### config.mk
export PLATFORM = sky130hd
export DESIGN_NAME = imem_arbiter
export DESIGN_NICKNAME = d
export VERILOG_FILES = /design/src/rtl/imem_pkg.sv /design/src/rtl/imem_arbiter.sv
export SDC_FILE = /design/constraint.sdc
export NUM_CORES = 1
export LEC_CHECK = 0
export BUFFER_PORTS_ARGS = -buffer_cell sky130_fd_sc_hd__buf_2
export CAP_MARGIN = 20
export CORE_ASPECT_RATIO = 0.7
export CORE_MARGIN = 4
export CORE_UTILIZATION = 44
export DETAILED_ROUTE_END_ITERATION = 7
export GPL_TIMING_DRIVEN = 0
export PLACE_DENSITY = 0.88
export SYNTH_ARGS = -nofsm -noshare
export SYNTH_HDL_FRONTEND = slang
export SYNTH_SLANG_ARGS = --single-unit
### constraint.sdc
create_clock -name clk -period 2.2 [get_ports clk]
set_input_delay 0.33 -clock clk [delete_from_list [all_inputs] [get_ports clk]]
set_output_delay 0.33 -clock clk [all_outputs]
set_load 0.02 [all_outputs]
### src/rtl/imem_pkg.sv
// Shared widths and the owner encoding for the instruction memory arbiter.
// Pure declarations; no latency or flow control.
// Imported by imem_arbiter and by anything that decodes its owner register.
package imem_pkg;

  localparam int ADDR_W = 30;
  localparam int INST_W = 32;

  // Records which port received the grant so the response can be steered.
  typedef enum logic {
    OWN_FETCH = 1'b0,
    OWN_DEBUG = 1'b1
  } owner_e;

endpackage

### src/rtl/imem_arbiter.sv
// Arbitrates a fetch port and a debug port onto one single-port instruction ROM.
// Latency: grant in cycle N, valid pulse and data for that port in cycle N+1.
// Backpressure: requesters hold req and addr until their combinational gnt; debug is starvation-bounded.
//
// Ports:
//   clk, rst            clock, synchronous active-high reset
//   f_req/f_addr/f_gnt  fetch request, word address, grant
//   f_valid/f_inst      fetch response pulse and instruction word
//   d_req/d_addr/d_gnt  debug request, word address, grant
//   d_valid/d_inst      debug response pulse and instruction word
//   rom_addr/rom_inst   ROM word address (ROM registers it) and read data one cycle later
module imem_arbiter
  import imem_pkg::*;
#(
  // Max consecutive fetch grants while debug is waiting (1..255).
  parameter int STARVE_MAX = 8
) (
  input  logic              clk,
  input  logic              rst,
  input  logic              f_req,
  input  logic [ADDR_W-1:0] f_addr,
  output logic              f_gnt,
  output logic              f_valid,
  output logic [INST_W-1:0] f_inst,
  input  logic              d_req,
  input  logic [ADDR_W-1:0] d_addr,
  output logic              d_gnt,
  output logic              d_valid,
  output logic [INST_W-1:0] d_inst,
  output logic [ADDR_W-1:0] rom_addr,
  input  logic [INST_W-1:0] rom_inst
);

  localparam logic [7:0] STARVE_LIM = 8'(STARVE_MAX);

  logic [7:0]        starve_cnt;
  logic              starved;
  logic              resp_v;
  owner_e            owner_r;
  logic [ADDR_W-1:0] rom_addr_q;

  // Debug wins when fetch is idle, or when fetch has held it off STARVE_MAX times.
  // Grants are forced low during reset so a grant in the reset cycle never produces a response.
  assign starved = (starve_cnt == STARVE_LIM);
  assign d_gnt   = !rst && d_req && (!f_req || starved);
  assign f_gnt   = !rst && f_req && !d_gnt;

  // The ROM samples rom_addr every cycle; with no grant keep presenting the last address
  // so the ROM input does not toggle needlessly.
  always_comb begin
    if (rst) begin
      rom_addr = '0;
    end else if (f_gnt) begin
      rom_addr = f_addr;
    end else if (d_gnt) begin
      rom_addr = d_addr;
    end else begin
      rom_addr = rom_addr_q;
    end
  end

  always_ff @(posedge clk) begin
    if (rst) begin
      starve_cnt <= '0;
      resp_v     <= 1'b0;
      owner_r    <= OWN_FETCH;
      rom_addr_q <= '0;
    end else begin
      resp_v     <= f_gnt || d_gnt;
      rom_addr_q <= rom_addr;
      if (d_gnt) begin
        owner_r <= OWN_DEBUG;
      end else if (f_gnt) begin
        owner_r <= OWN_FETCH;
      end
      // Counter only tracks an uninterrupted wait; any debug service or withdrawal restarts it.
      if (d_gnt || !d_req) begin
        starve_cnt <= '0;
      end else if (f_gnt && (starve_cnt < STARVE_LIM)) begin
        starve_cnt <= starve_cnt + 8'd1;
      end
    end
  end

  // Data is shared; only the valid of the recorded owner qualifies it.
  assign f_valid = !rst && resp_v && (owner_r == OWN_FETCH);
  assign d_valid = !rst && resp_v && (owner_r == OWN_DEBUG);
  assign f_inst  = rom_inst;
  assign d_inst  = rom_inst;

endmodule
==> results.py <==
metrics = {
    "clocking": {
        "clk_pin_slew_ps": 90,
        "cts_hold_buf": 0,
        "cts_buffers": 5,
        "worstSkewPairLatency_ps": 310,
        "cts_buffer_depth": 2,
        "cts_root_buf": "clkbuf_8",
        "tritoncts": "built",
        "cts.sinks": 40,
        "h-tree-depth": 2,
    },
    "sta": {
        "setup_viol": 13,
        "period_share_pct": 102,
        "rsz0062_at_grt": "yes",
        "slew_headroom_pct": 52.9,
        "fin_ws_ps": -47.3,
        "hold_viol_final": 0,
        "clock_skew_ps": 13.3,
        "fin_crit_ps": 2250,
        "drv_slew": 0,
        "worstMarginPinSlew_ps": 706,
        "max_freq_mhz": 445,
    },
    "place": {
        "post-place-ws_ps": -30.4,
        "gp_congestion": 0.824,
        "portBuffers": 159,
        "dp_hpwl_mm": 8.79,
    },
    "finish": {
        "area_growth_syn_to_layout_pct": 55.1,
        "fillers": 466,
        "n_antenna_cell": 0,
        "seqCellArea_sq_um": 805,
        "mostFrequentLayoutCells": "buf_2 (140), buf_4 (101), dfxtp_1 (37), nand2_1 (32), nand4_1 (32)",
        "final_common_cell": "buf_2",
        "drive_gt1_share_pct": 58.6,
        "nets": 648,
        "multiInputGateArea_sq_um": 1950,
        "fin_util_pct": 71.7,
    },
    "grt": {
        "grt_overflow": 0,
        "grt_pass1_wl_mm": 18.8,
        "grt_pass1_vias": 3829,
        "antenna_found_initial": 0,
        "groute.usage.overall_pct": 27.1,
        "grt_max_degree": 14,
    },
    "synth": {
        "netlist_area_sq_um": 3190,
        "synth_flop_cell": "dfxtp_1",
        "yosysSeqAreaShare_pct": 25.1,
        "syn_nets": 462,
        "netlist_instances": 364,
        "synth_edf_count": 0,
        "synth_cell_types": 33,
        "avgSynthCellArea_sq_um": 8.78,
        "async_flop_share_pct": 0,
        "ys_seq_elements": 40,
        "synth_warnings": 0,
    },
    "drt": {
        "firstDrtPassIters": 6,
        "drc": 0,
        "wirelength_mm": 13.7,
        "drtIter0Drc": 507,
        "ant_nets": 0,
        "vias": 4061,
        "vias_per_cell": 6.30,
        "wire_per_inst_um": 21.2,
    },
    "floorplanning": {
        "rows": 25,
        "core_region_area_sq_um": 6910,
        "fp.dieW_um": 110,
        "die_area_sq_um": 8710,
        "die_h_um": 79.3,
        "initial_core_util_pct": 46.2,
        "io_pins": 194,
    },
    "setup_path": {
        "r2r-start": "starve_cnt[6]$_SDFFE_PP0P_",
        "timing_worst_setup_path_type": "reg2out",
        "critPathLaunchType": "flop",
        "r2r.worst_path.cells": 6,
        "critical_path_peak_fanout": 5,
        "arrival_ps": 1920,
        "rrSetupSlack_ps": 460,
        "end_kind": "output port",
        "critPathRequiredTime_ps": 1870,
        "startpoint": "starve_cnt[0]$_SDFFE_PP0P_",
    },
    "power_and_ir_drop": {
        "power_frac_seq_pct": 33.9,
        "p_clk_share_pct": 28.8,
        "p_int_mw": 1.55,
        "p_switching_mw": 0.779,
        "p_sw_share_pct": 33.4,
        "ir_drop_v": 0.000349,
        "p_per_area_nw_per_um2": 471,
        "leakage_nw": 2.30,
        "p_comb_share_pct": 37.2,
    },
    "worst_hold_path": {
        "min_from": "d_addr[16]",
        "hp-class": "in2reg",
        "whs_path_depth": 3,
    },
    "flow_run": {
        "drv_cap": 0,
    },
    "status": {
        "status": "complete, but fails checks",
        "failed_checks": "setup timing",
    },
}
==> synthesized netlist by cell type (3+ instances only) <==
library cell	count	area share [%]
a21oi_1	3	0.47
a2bb2oi_1	30	8.2
and3_1	4	0.78
buf_2	11	1.7
buf_4	66	16
buf_6	10	3.5
clkbuf_1	18	2.1
dfxtp_1	40	25
inv_1	4	0.47
mux2i_1	30	9.4
nand2_1	32	3.8
nand4_1	32	6.3
o221ai_1	60	16
==> registers in the layout, summed over array words and instances (netlist names) <==
register    count
starve_cnt      8
resp_v          1
owner_r         1
rom_addr_q     30
==> cell families after synthesis <==
kind of cell    count (synthesis)  share of synthesized area [%]
fa+ha+maj                       2                          0.783
mux                            30                           9.40
buf+inv                       109                           23.3
compound gates                101                           27.1
simple gates                   82                           14.3
flops                          40                           25.1
==> metal layers <==
metal	up-vias	share of wire, %	track usage, %
met5	-	0	0
met4	0	3.7	8.09
met3	58	11	4.55
met2	338	50	47.3
met1	1918	35	34.0
li1	1747	-	-
==> power by group through the flow <==
| stage | logic [mW] | clock network, mW | registers, mW |
|---|---|---|---|
| CTS | 0.815 | 0.670 | 0.789 |
| detailed placement | 0.734 | 0 | 0.806 |
| finish | 0.868 | 0.672 | 0.791 |
| global route | 0.915 | 0.702 | 0.795 |
| floorplan | 0.495 | 0 | 0.802 |
| global placement | 0.709 | 0 | 0.804 |
==> stage by stage <==
stage	total power, mW	hold WS (ps)	TNS [ps]	cells	area, sq um
floorplan	1.30	486	0	364	3190
global placement	1.51	501	0	617	4110
detailed placement	1.54	505	-32.9	617	4110
CTS	2.27	342	-94.8	636	4750
global route	2.41	360	-2160	645	4950
finish	2.33	345	-202	645	4950
==> worst paths after layout <==
check | endpoint
max reg2reg | rom_addr_q[27]$_SDFF_PP0_
min reg2reg | starve_cnt[6]$_SDFFE_PP0P_
min | rom_addr_q[16]$_SDFF_PP0_
max | rom_addr[19]
==> layout make-up <==
class	instances	area share [%]
multi-input combinational	215	39.4
timing repair buffer	183	24.0
sequential	40	16.2
buffer	101	15.2
tap	94	2.37
clock buffer	6	1.67
clock inverter	2	0.783
inverter	4	0.303
==> worst max-delay path, cell delays in order, from the launching register on <==
cell and delay [ps]:
dfxtp_2 350, inv_2 50, ha_4 150, and3b_2 210
and2_4 180, buf_12 150, buf_16 140, o221ai_2 190
buf_4 180
==> timing repair <==
action,in CTS,in global routing
buffers inserted,10,11
setup endpoints to repair,30,31
pin swaps,29,14
gates resized for setup,88,36
gates cloned,3,0
hold endpoints to repair,0,0
Power figures use the tool's default switching activity.
